File: src/rtl/start_pixel_fetch.sv
// Start-screen pixel fetch: maps screen coordinates onto a half-resolution start
// image ROM and delivers a palette index two clocks later, aligned with valid/syncs.
// Optional blink of a screen rectangle is compiled in with START_BLINK_EN.
module start_pixel_fetch #(
  parameter int IMG_W    = 320,
  parameter int BLINK_X0 = 200,
  parameter int BLINK_X1 = 440,
  parameter int BLINK_Y0 = 360,
  parameter int BLINK_Y1 = 400
) (
  input  logic        clk,
  input  logic        rst_n,
  input  logic [9:0]  h_cnt,
  input  logic [9:0]  v_cnt,
  input  logic        valid,
  input  logic        hsync_in,
  input  logic        vsync_in,
  output logic [16:0] rom_addr,
  input  logic [3:0]  rom_data,
  output logic [3:0]  start_color_index,
  output logic        pix_valid,
  output logic        hsync_out,
  output logic        vsync_out
);

  localparam logic [9:0]  H_VIS   = 10'd640;
  localparam logic [9:0]  V_VIS   = 10'd480;
  localparam logic [16:0] IMG_W17 = 17'(IMG_W);

  logic        vis_s;
  logic [16:0] row_base_s;
  logic [16:0] addr_d, addr_q;
  logic        vis1_q, hs1_q, vs1_q;
  logic [3:0]  idx_d, idx_q;
  logic        blank_s;
  logic        pv2_q, hs2_q, vs2_q;

  // Stage-1 address: the image is stored at half resolution in both axes.
  always_comb begin
    vis_s      = valid && (h_cnt < H_VIS) && (v_cnt < V_VIS);
    row_base_s = 17'(v_cnt[9:1]) * IMG_W17;
    if (vis_s) begin
      addr_d = row_base_s + 17'(h_cnt[9:1]);
    end else begin
      addr_d = 17'd0;
    end
  end

`ifdef START_BLINK_EN
  localparam logic [9:0] BX0 = 10'(BLINK_X0);
  localparam logic [9:0] BX1 = 10'(BLINK_X1);
  localparam logic [9:0] BY0 = 10'(BLINK_Y0);
  localparam logic [9:0] BY1 = 10'(BLINK_Y1);

  logic       hit_s, hit1_q;
  logic       vs_prev_q;
  logic [5:0] frame_cnt_d, frame_cnt_q;

  // Hit test uses full screen coordinates; frame count advances on vsync falling edges.
  always_comb begin
    hit_s = (h_cnt >= BX0) && (h_cnt < BX1) && (v_cnt >= BY0) && (v_cnt < BY1);
    if (vs_prev_q && !vsync_in) begin
      frame_cnt_d = frame_cnt_q + 6'd1;
    end else begin
      frame_cnt_d = frame_cnt_q;
    end
    blank_s = hit1_q && frame_cnt_q[5];
  end

  // Blink state registers.
  always_ff @(posedge clk) begin
    if (!rst_n) begin
      hit1_q      <= 1'b0;
      vs_prev_q   <= 1'b1;
      frame_cnt_q <= 6'd0;
    end else begin
      hit1_q      <= hit_s;
      vs_prev_q   <= vsync_in;
      frame_cnt_q <= frame_cnt_d;
    end
  end
`else
  always_comb begin
    blank_s = 1'b0;
  end
`endif

  // Stage-2 index: invisible or blinked-out pixels are forced to palette entry 0.
  always_comb begin
    if (vis1_q) begin
      if (blank_s) begin
        idx_d = 4'd0;
      end else begin
        idx_d = rom_data;
      end
    end else begin
      idx_d = 4'd0;
    end
  end

  // Two-stage pipeline; reset drops in-flight pixels and idles the syncs high.
  always_ff @(posedge clk) begin
    if (!rst_n) begin
      addr_q <= 17'd0;
      vis1_q <= 1'b0;
      hs1_q  <= 1'b1;
      vs1_q  <= 1'b1;
      idx_q  <= 4'd0;
      pv2_q  <= 1'b0;
      hs2_q  <= 1'b1;
      vs2_q  <= 1'b1;
    end else begin
      addr_q <= addr_d;
      vis1_q <= vis_s;
      hs1_q  <= hsync_in;
      vs1_q  <= vsync_in;
      idx_q  <= idx_d;
      pv2_q  <= vis1_q;
      hs2_q  <= hs1_q;
      vs2_q  <= vs1_q;
    end
  end

  assign rom_addr          = addr_q;
  assign start_color_index = idx_q;
  assign pix_valid         = pv2_q;
  assign hsync_out         = hs2_q;
  assign vsync_out         = vs2_q;

endmodule

File: config.mk
export PLATFORM = sky130hd
export DESIGN_NAME = start_pixel_fetch
export DESIGN_NICKNAME = d
export VERILOG_FILES = /design/src/rtl/start_pixel_fetch.sv
export SDC_FILE = /design/constraint.sdc
export NUM_CORES = 1
export LEC_CHECK = 0
export BUFFER_PORTS_ARGS = -buffer_cell sky130_fd_sc_hd__buf_2
export CORE_ASPECT_RATIO = 1.2
export CORE_MARGIN = 4
export CORE_UTILIZATION = 52
export DETAILED_ROUTE_END_ITERATION = 8
export PLACE_DENSITY = 0.84
export SYNTH_ARGS = -nofsm -noshare
export SYNTH_HDL_FRONTEND = slang
export SYNTH_SLANG_ARGS = --single-unit
File: constraint.sdc
create_clock -name clk -period 5.47 [get_ports clk]
set_clock_uncertainty 0.1 [all_clocks]
set_input_delay 0.547 -clock clk [delete_from_list [all_inputs] [get_ports clk]]
set_output_delay 0.547 -clock clk [all_outputs]
set_load 0.05 [all_outputs]
==> results.yml <==
critical_path:
  crit_path_frequent_cell: "ha_1"
  crit_type: "in -> reg"
  crit_path_max_fanout: 3
  path_cells: "buf_2 > ha_1 > ha_1 > fa_1 > xor2_2 > o2111ai_1 > or3_2 > nor4_1 > mux2i_1"
  slowest_delay_ns: 0.50
  crit_arrival_ns: 3.08
  cp_slowest_cell: "fa_1"
  start_kind: "input pin"
  worstPathRequired_ns: 5.61
  critPathCaptureType: "register"
timing:
  min_period_over_period: 0.538
  tightest_slew_ns: 0.581
  fmax_ghz: 0.340
  maxSlewViolCount: 0
  grt_setup_unrepaired: "no"
  setup_viol: 0
  fin_crit_ns: 2.94
  hold_viol_final: 0
  fin_tns_setup_ns: 0
  slew_headroom: 0.609
detailed_routing:
  vias: 1224
  routed_via_density: 5.34
  drt_iter0_drc: 21
  drcViolationCount: 0
  routed_wl_mm: 2.99
  drt_first_pass_iters: 4
  ant_nets: 0
  wl_per_cell_um: 13.0
synthesis:
  synth_area_leaders: "dfxtp_1, ha_1, and2_1"
  ys.flop_type: "dfxtp_1"
  synth_edf_count: 0
  async_flop_share: 0
  syn_area_per_cell_um2: 9.86
  synthesis.nets: 191
  synth_top_area_share: 0.383
  ys_ff_latch: 27
  synthTopCellsByCount: "dfxtp_1, ha_1, nor2_1, and2_1"
  syn-cell-area_um2: 1410
  synth_most_common_cell: "dfxtp_1"
  synth-seq-area-share: 0.383
  yosysWarnings: 0
  yosysTopAreaCell: "dfxtp_1"
  synth_cells: 143
  ys_types: 43
die:
  dieHeight_um: 65.0
  die_w_um: 55.5
  start_util: 0.547
  num_rows: 20
  die_area_um2: 3610
  io_pins: 53
  design.core.area_um2: 2580
global_route:
  grt_max_degree: 15
  grt_util_met3: 0.0378
  grt_util_met1: 0.191
  gr-total-overflow: 0
  grt_util_all_layers: 0.174
  grt.busiest_layer: "met2"
  grt_pass1_vias: 1203
  grt_use_met2: 0.311
  antenna_found_initial: 0
  grt_pass1_wl_mm: 5.13
clock_network:
  cts_buffers: 3
  cts_setup_buffers: 0
  cts_hold_buf: 0
  cts.clk_slew.worst_paths_ns: 0.12
  root_buffer: "clkbuf_4"
  cts_tree: "yes"
  clock_latency_ns: 0.30
  h-tree-depth: 1
  cts_resized: 0
  clockBufferDepth: 2
  cts_sinks: 27
pwr:
  power.switching_w: 0.000134
  internal_power_w: 0.000288
  pwr-share-clk: 0.183
  ir_worst_vdd_uv: 156
  p_leak_nw: 0.865
  p_comb_frac: 0.334
  seqPwrFrac: 0.483
  power_density_nw_per_um2: 245
  p_sw_frac: 0.318
finish:
  fin_nets: 245
  fillers: 214
  ff_latch_area_um2: 541
  drive_gt1_frac: 0.306
  diodes: 0
  fin_util: 0.667
  multi_input_area_um2: 836
  area_delta_synth_final_pct: 22.0
place:
  portBuffers: 50
  gp_routability_congestion: 0.830
  hpwl_mm: 2.55
status:
  status: "finished clean"
job:
  drv_cap: 0
worst_hold_path:
  min_path_type: "in -> reg"
stage by stage:
step	setup WS (ns)	area, um2	hold slack (ns)	power [W]	cells
2_1_floorplan	2.52	1410	0.286	0.000314	143
3_3_place_gp	2.25	1690	0.294	0.000341	225
3_5_place_dp	2.22	1690	0.311	0.000348	225
4_1_cts	2.53	1720	0.323	0.000424	229
5_1_grt	2.31	1720	0.323	0.000449	229
6_report	2.53	1720	0.328	0.000422	229
power groups by stage:
stage                     Clock (W)  Combinational (W)  Sequential (W)
after floorplan                   0          0.0000891        0.000225
after global placement            0           0.000133        0.000208
after detailed placement          0           0.000139        0.000208
after CTS                 0.0000797           0.000141        0.000204
after global routing      0.0000878           0.000156        0.000205
final                     0.0000771           0.000141        0.000204
layout make-up:
type	count	area share
multi-input cells	108	0.486
flip-flops and latches	27	0.314
repair buffers	50	0.145
well taps	33	0.0240
clock buffers	4	0.0153
inverters	7	0.0153
cell families (layout without fill, tap and decap cells):
| group | count (synthesis) | count (layout) | synth area share |
|---|---|---|---|
| AOI/OAI and AO/OA | 27 | 27 | 0.139 |
| xor gates and xnor gates | 8 | 8 | 0.0550 |
| adders and majority gates | 19 | 19 | 0.179 |
| buffers and inverters | 8 | 61 | 0.0240 |
| DFF | 27 | 27 | 0.383 |
| muxes | 1 | 1 | 0.00710 |
| and+or+nand+nor | 53 | 53 | 0.212 |
registers in the layout, summed over array words and instances, names as in the netlist:
signal / count
hsync_out: 1
rom_addr: 17
vs1_q: 1
pix_valid: 1
start_color_index: 4
hs1_q: 1
vis1_q: 1
vsync_out: 1
critical path, delay by kind of cell:
kind	cells	cell delay, ns
fa+ha+maj	3	1.04
simple gates	2	0.72
xor+xnor	1	0.24
mux	1	0.22
compound gates	1	0.19
buf+inv	1	0.12
routing by layer:
metal | share of wire | routed length (um) | vias to the layer above
li1 | - | - | 615
met5 | 0 | 0 | -
met1 | 0.41 | 1230 | 544
met3 | 0.082 | 245 | 9
met4 | 0.027 | 81 | 0
met2 | 0.48 | 1430 | 56
placed cells by master (no fill, tap or decap), drive strengths merged, types with 5 or more instances in the layout:
| cell | synthesis | final |
|---|---|---|
| inv | 6 | 6 |
| nor2 | 15 | 15 |
| o21ai | 6 | 6 |
| dfxtp | 27 | 27 |
| and2 | 9 | 9 |
| ha | 17 | 17 |
| buf | 1 | 50 |
| xor2 | 5 | 5 |
worst paths after layout:
kind,cells after the start,startpoint,slack [ns],endpoint
min,2,hsync_in,0.33,hs1_q
max reg2reg,1,vis1_q,4.75,start_color_index[3]
min reg2reg,1,vs1_q,0.33,vsync_out
max,9,v_cnt[2],2.53,rom_addr[16]
Note: power is estimated with default switching activity, not from simulation.
